File: config.mk
export PLATFORM = sky130hd
export DESIGN_NAME = boot_loader
export DESIGN_NICKNAME = d
export VERILOG_FILES = /design/src/rtl/boot_loader.sv
export SDC_FILE = /design/constraint.sdc
export NUM_CORES = 1
export LEC_CHECK = 0
export ABC_CLOCK_PERIOD_IN_PS = 2510
export BUFFER_PORTS_ARGS = -buffer_cell sky130_fd_sc_hd__buf_4
export CORE_MARGIN = 1
export CORE_UTILIZATION = 55
export CTS_CLUSTER_SIZE = 20
export DETAILED_ROUTE_END_ITERATION = 8
export MAX_ROUTING_LAYER = met4
export PLACE_DENSITY = 0.83
export SLEW_MARGIN = 30
export SYNTH_ARGS = -nofsm -noshare
export SYNTH_HDL_FRONTEND = slang
export SYNTH_SLANG_ARGS = --single-unit
File: constraint.sdc
create_clock -name clk -period 2.51 [get_ports clk]
set_input_delay 0.1255 -clock clk [delete_from_list [all_inputs] [get_ports clk]]
set_output_delay 0.1255 -clock clk [all_outputs]
set_load 0.1 [all_outputs]
File: src/rtl/boot_loader.sv
// boot_loader: program loader and SRAM port mux between CPU and SRAM.
// After reset the CPU is held while a big-endian byte stream (16-bit word
// count N, then N data words) is accepted over rx_valid/rx_ready and
// written to SRAM at BASE_ADDR + idx (mod 2^ADDR_W). Once loaded the CPU
// SRAM port is passed straight through and cpu_hold drops.
//
// Optional feature macro: BOOT_CHECKSUM_EN
//   When defined, a 16-bit checksum word (sum of data words mod 2^16)
//   follows the data; a mismatch parks the loader in ERR with err = 1.
//   When undefined, the checksum states are not built and err is tied to 0.
//
// Ports:
//   clk, rst              clock, asynchronous active-low reset
//   rx_data/valid/ready   byte stream handshake
//   cpu_addr/din/we       CPU SRAM port (ignored until done)
//   sram_addr/din/we      SRAM port (loader in load phase, CPU when done)
//   cpu_hold              CPU stall request
//   done                  load complete, pass-through active
//   err                   checksum failure
module boot_loader #(
    parameter int unsigned ADDR_W    = 12,
    parameter int unsigned BASE_ADDR = 0
) (
    input  logic              clk,
    input  logic              rst,
    input  logic [7:0]        rx_data,
    input  logic              rx_valid,
    output logic              rx_ready,
    input  logic [ADDR_W-1:0] cpu_addr,
    input  logic [15:0]       cpu_din,
    input  logic              cpu_we,
    output logic [ADDR_W-1:0] sram_addr,
    output logic [15:0]       sram_din,
    output logic              sram_we,
    output logic              cpu_hold,
    output logic              done,
    output logic              err
);

    localparam int unsigned BYTE_W = 8;
    localparam int unsigned WORD_W = 16;
    localparam logic [ADDR_W-1:0] BASE = ADDR_W'(BASE_ADDR);

`ifdef BOOT_CHECKSUM_EN
    typedef enum logic [3:0] {
        HDR_HI, HDR_LO, DATA_HI, DATA_LO, WRITE, CHK_HI, CHK_LO, DONE, ERR
    } state_t;
    // After the last data word (or an empty header) the checksum follows
    localparam state_t AFTER_DATA = CHK_HI;
`else
    typedef enum logic [3:0] {
        HDR_HI, HDR_LO, DATA_HI, DATA_LO, WRITE, DONE
    } state_t;
    localparam state_t AFTER_DATA = DONE;
`endif

    state_t              state;
    state_t              state_nxt;
    logic                rx_en;
    logic                accept;
    logic [WORD_W-1:0]   n_words;
    logic [WORD_W-1:0]   idx;
    logic [WORD_W-1:0]   idx_inc;
    logic [WORD_W-1:0]   word;
    logic [ADDR_W-1:0]   wr_addr;
`ifdef BOOT_CHECKSUM_EN
    logic [WORD_W-1:0]   csum;
    logic [BYTE_W-1:0]   chk_hi;
`endif

    assign idx_inc = idx + WORD_W'(1);
    assign wr_addr = BASE + ADDR_W'(idx);

    // State register
    always_ff @(posedge clk or negedge rst) begin
        if (!rst) begin
            state <= HDR_HI;
        end else begin
            state <= state_nxt;
        end
    end

    // Next state and port outputs; DONE muxes the CPU port through
    always_comb begin
        state_nxt = state;
        rx_ready  = 1'b0;
        accept    = 1'b0;
        sram_we   = 1'b0;
        sram_addr = '0;
        sram_din  = '0;
        cpu_hold  = 1'b1;
        done      = 1'b0;
        err       = 1'b0;

        case (state)
            HDR_HI, HDR_LO, DATA_HI, DATA_LO: rx_ready = rx_en;
`ifdef BOOT_CHECKSUM_EN
            CHK_HI, CHK_LO:                   rx_ready = rx_en;
`endif
            default:                          rx_ready = 1'b0;
        endcase
        accept = rx_valid && rx_ready;

        case (state)
            HDR_HI: begin
                if (accept) state_nxt = HDR_LO;
            end
            HDR_LO: begin
                if (accept) begin
                    state_nxt = ({n_words[15:8], rx_data} == WORD_W'(0)) ? AFTER_DATA : DATA_HI;
                end
            end
            DATA_HI: begin
                if (accept) state_nxt = DATA_LO;
            end
            DATA_LO: begin
                if (accept) state_nxt = WRITE;
            end
            WRITE: begin
                sram_we   = 1'b1;
                sram_addr = wr_addr;
                sram_din  = word;
                state_nxt = (idx_inc == n_words) ? AFTER_DATA : DATA_HI;
            end
`ifdef BOOT_CHECKSUM_EN
            CHK_HI: begin
                if (accept) state_nxt = CHK_LO;
            end
            CHK_LO: begin
                if (accept) state_nxt = ({chk_hi, rx_data} == csum) ? DONE : ERR;
            end
            ERR: begin
                err = 1'b1;
            end
`endif
            DONE: begin
                sram_we   = cpu_we;
                sram_addr = cpu_addr;
                sram_din  = cpu_din;
                cpu_hold  = 1'b0;
                done      = 1'b1;
            end
            default: begin
                state_nxt = HDR_HI;
            end
        endcase
    end

    // Byte-enable gate: rx_ready stays low until the first clock after reset
    always_ff @(posedge clk or negedge rst) begin
        if (!rst) begin
            rx_en <= 1'b0;
        end else begin
            rx_en <= 1'b1;
        end
    end

    // Header, word assembly and write index
    always_ff @(posedge clk or negedge rst) begin
        if (!rst) begin
            n_words <= '0;
            idx     <= '0;
            word    <= '0;
        end else begin
            if (accept) begin
                case (state)
                    HDR_HI:  n_words[15:8] <= rx_data;
                    HDR_LO: begin
                        n_words[7:0] <= rx_data;
                        idx          <= '0;
                    end
                    DATA_HI: word[15:8] <= rx_data;
                    DATA_LO: word[7:0]  <= rx_data;
                    default: ;
                endcase
            end
            if (state == WRITE) begin
                idx <= idx_inc;
            end
        end
    end

`ifdef BOOT_CHECKSUM_EN
    // Running sum of written data words and the received checksum high byte
    always_ff @(posedge clk or negedge rst) begin
        if (!rst) begin
            csum   <= '0;
            chk_hi <= '0;
        end else begin
            if (state == WRITE) begin
                csum <= csum + word;
            end
            if (accept && state == CHK_HI) begin
                chk_hi <= rx_data;
            end
        end
    end
`endif

endmodule

Word level (Yosys, flattened, before mapping)
Cells that the tools add are included.

word-level totals
  word-level logic and storage cells = 47
  bits in registers = 53
  output and inout bits = 33

operators by class
  bitwise gates (word level) = 1
  add/sub/neg operators = 1
  reductions and logical operators = 12
  equality and inequality tests = 10
  muxes and demuxes = 16

operators with widths
  cell                   number
  $mux 16                3
  $pmux 16 s2            1
  $pmux 12 s2            1
  $pmux 4 s6             1
  $add 16x1->16 const B  1
  $eq 16x16->1           1
  $logic_not 16->1       1
  $mux 4                 4
  $reduce_and 2->1       5
  $eq 4x2->1 const B     2
  $eq 4x3->1 const B     2
  $ne 2x2->1 const B     4
  $mux 3                 2
  $reduce_and 5->1       1
  $eq 4x1->1 const B     1
  $logic_not 4->1        1
  $reduce_bool 2->1      2
  $reduce_or 4->1        1
  $mux 1                 3
  $pmux 1 s2             1
  $logic_and 1x1->1      1
  $not 1->1              1

Logic depth before layout (Yosys ltp)
  depth in word-level cells = 6
  gate-level depth with buffers = 7
  depth with buffers taken out = 7

Least setup slack after synthesis
Ideal clock, no wire load.

  path type = register to output
  start = register state[1]
  end = output sram_addr[0]
  path slack = -97 ps
  stages on the path, launching flop included = 6
  arrival time = 2481 ps
  path buffers = 3
  cell sequence = dfrtp_1 -> clkbuf_1 -> nand2b_1 -> clkbuf_1 -> clkbuf_1 -> nor2_1

between the ends
  longest elaborated chain between the ends = 2
  elaborated cells on any way between the ends = 3
  those cells by class = eq/ne: 2; mux: 1

RTL lines
  element                 RTL line  source
  start, declared         57        state_t state;
  start signal, assigned  79        state <= state_nxt;
  $eq 4x3->1              104       case (state)
  $pmux 12 s2 (*)         104
  end, declared           32        output logic [ADDR_W-1:0] sram_addr,

Every way passes the cells marked *; elsewhere a longest branch is shown, timed or not.

Worst setup path in the final report
  start = register idx[1]
  end = register state[1]

between the ends
  longest elaborated chain between the ends = 4

RTL lines
  element                 RTL line  source
  start, declared         62        logic [WORD_W-1:0] idx;
  start signal, assigned  178       idx <= idx_inc;
  $add 16x1->16           71        assign idx_inc = idx + WORD_W'(1);
  $eq 16x16->1            123       state_nxt = (idx_inc == n_words) ? AFTER_DATA : DATA_HI;
  $mux 3                  123
  $pmux 4 s6              104

No other way between the ends.
A chain may end at the register's enable or synchronous reset.

==> metrics.md <==
| Metric | Value |
|---|---|
| Ranking of synthesized cells by area | `dfrtp_1 39%, mux2i_1 8.4%, mux2_2 7.8%` |
| CP Max Fanout | `7` |
| Slew Limit Fails | `0` |
| Syn Nets | `around 400` |
| Hold Vio Cnt, Final | `0` |
| Most frequent cells in the layout | `88 x buf_4, 51 x dfrtp_1, 43 x nand2_1` |
| Clock Path Buffers | `2` |
| Register area share after synthesis | `0.391` |
| Setup WS pre-CTS | `between 0.15 and 0.2 ns` |
| Area leader, netlist | `dfrtp_1` |
| Area share of fa/ha/maj cells after synthesis | `0.00376` |
| Max IR drop VDD | `0.271 mV` |
| FP Rows | `27` |
| Drt drc | `0` |
| Via density per instance | `6.09` |
| Simple-gate portion of the synthesized area | `0.225` |
| CTS root buffer | `clkbuf_8` |
| DRT antenna net count | `0` |
| Largest family of logic cells by synthesized area | `simple AND/OR/NAND/NOR gates` |
| Post-Synthesis Cells | `between 300 and 400` |
| Max-capacitance violation count | `0` |
| Async S/R FF share, synth | `1.00` |
| Nets@finish | `471` |
| Synth cell types | `53` |
| Global route overflow | `0` |
| Seq cells post-synth | `52` |
| Sw frac | `0.298` |
| Clock network fraction of total power | `0.344` |
| Worst Max-Slew Pin Slew | `between 0.7 and 0.8 ns` |
| Post-synth top area share | `0.391` |
| Final Skew | `roughly 0.0049 ns` |
| Vias in the first global route | `about 3,000` |
| CTS tree | `yes` |
| Post-synth EDFFs | `0` |
| Comb power frac | `0.185` |
| Num ports | `73` |
| Gpl congestion | `between 0.8 and 0.9` |
| Syn-to-layout area delta | `23.4%` |
| Diode count | `0` |
| Die X | `~80 um` |
| Postcts setup bufs | `0` |
| Total track usage | `0.316` |
| First-pass iteration count of the detailed router | `4` |
| Final hold slack | `roughly 0.056 ns` |
| WP data arrival | `about 2.5 ns` |
| WL final | `9060 um` |
| Detailed placement HPWL | `just under 7000 um` |
| Hold Path Class | `in -> reg` |
| Pint | `about 1.2 mW` |
| Vias | `3,063` |
| Crit Path Category | `reg -> reg` |
| RSZ-0062 raised after global routing | `no` |
| Sw Pwr | `530 uW` |
| Syn_area_per_cell | `9.29 um2` |
| Largest net degree at the start of global routing | `53` |
| Final core utilization | `0.723` |
| Critical Path RT | `between 2 and 3 ns` |
| Initial detailed-routing violation count | `around 210` |
| Final setup margin | `~0.19 ns` |
| Status | `finished, final reports clean` |
| PD cells | `434 nW/um2` |
| Post-Synth XOR/XNOR Area | `0.0448` |
| Initial core utilization | `0.586` |
| Worst-Skew Late Latency | `~0.30 ns` |
| Post-synthesis compound-gate area fraction | `0.131` |
| Commonest non-fill, non-tap cell in the layout | `buf_4` |
| First-pass GRT wire length | `between 10,000 and 15,000 um` |
| Initial antenna violation count | `0` |
| WL/cell | `approximately 18 um` |
| Yosys warns | `0` |
| Num CTS Buffers | `5` |
| IO buf count | `around 70` |
| H-tree levels | `2` |
| Leakage Power | `about 2.1 nW` |
| Synthesized area | `around 3300 um2` |
| Core ar. | `5680 um2` |
| CTS clock-pin slew for the worst setup and hold paths | `0.10 ns` |
| Top_reg_cell synth | `dfrtp_1` |
| Seq pwr share | `0.471` |
| Max_slew headroom | `0.525` |
| Min Tclk post-route | `roughly 2.3 ns` |
| Final Setup Violations | `0` |
| CTS Sinks | `52` |
| Die Ht | `roughly 80 um` |
| Crit start category | `flip-flop` |
| Crit. End Element | `flip-flop` |
| Achievable frequency | `431 MHz` |
| Post-layout power | `1.78 mW` |
| Mux cell area share after synthesis | `0.162` |
| Final period util | `0.924` |
| Share of post-route cells with drive strength above 1 | `0.304` |
| Die Footprint | `approximately 6400 um2` |
-- layout make-up --
type / count / area, um2
repair buffers: 89 / 671
clock buffers: 6 / 82.6
multi-input cells: 277 / 1890
well taps: 72 / 90.1
flip-flops and latches: 52 / 1300
fillers: 446 / 1570
inverters: 5 / 22.5
clock inverters: 2 / 38.8
-- metrics by stage --
step / cell area [um2] / TNS, ns / std cells
3_3_place_gp: 3970 / 0 / 494
4_1_cts: 4100 / 0 / 503
3_5_place_dp: 3970 / 0 / 494
5_1_grt: 4100 / 0 / 503
2_1_floorplan: 3330 / -0.965 / 358
6_report: 4100 / 0 / 503
-- worst max-delay path, cell delays in order (launching register included) --
cell and delay [ns]:
dfrtp_1 0.43, ha_2 0.29, nand4_4 0.19, or4_1 0.57, a32oi_1 0.23, o211a_1 0.20, nand4_1 0.12, o2bb2ai_1 0.17
-- synth_stat cells, drive strengths merged, types with 3 or more instances --
master   number
o2111ai       3
a21oi        12
nor2         42
and4          4
clkbuf       13
nand3        11
nand4        10
xnor2        10
o31ai         6
nand2        43
buf          11
inv           4
mux2i        28
dfrtp        52
nor4         11
o21a          3
xor2          7
mux2         23
o21ai        23
nor2b         5
or4           3
-- path summary, 6_finish.rpt --
kind / startpoint / depth (start not counted) / slack [ns] / endpoint
setup reg to reg: idx[1] / 7 / 0.19 / state[1]
hold reg to reg: word[15] / 1 / 0.51 / word[15]
min in group asynchronous: rst / 2 / 0.39 / idx[9]
hold / removal: rx_data[1] / 3 / 0.06 / n_words[1]
setup / recovery: idx[1] / 7 / 0.19 / state[1]
max in group asynchronous: rst / 2 / 1.65 / state[0]
-- power groups by stage --
stage / Clock [mW] / Combinational (mW) / Sequential [mW]
3_5_place_dp: 0 / 0.329 / 0.855
3_3_place_gp: 0 / 0.327 / 0.855
4_1_cts: 0.615 / 0.331 / 0.838
5_1_grt: 0.652 / 0.343 / 0.839
2_1_floorplan: 0 / 0.216 / 0.855
6_report: 0.611 / 0.329 / 0.838
-- state kept, by name, summed over array words and instances, names as in the netlist --
register	cells
n_words	16
idx	16
state	3
rx_en	1
word	16
-- repair_timing --
action,4_1_cts,5_1_grt
gates resized for setup,0,1
hold endpoints to repair,52,0
hold buffers,1,0
endpoints found under the setup margin,0,1
-- logic make-up (layout without fill, tap and decap cells) --
kind of cell,Yosys count,in the layout
buffers and inverters,29,102
flip-flops,52,52
AO/OA/AOI/OAI,65,65
XOR/XNOR,17,17
adder cells (fa/ha/maj),1,1
multiplexers,51,51
other,2,2
AND/OR/NAND/NOR,141,141
-- per-layer routing --
metal | global-route usage | wire length, um | vias to the layer above
li1 | - | - | 1432
met1 | 0.403 | 4000 | 1498
met2 | 0.520 | 4440 | 113
met3 | 0.0434 | 443 | 20
met4 | 0.105 | 186 | 0
met5 | - | 0 | -
Power figures use the tool's default switching activity.
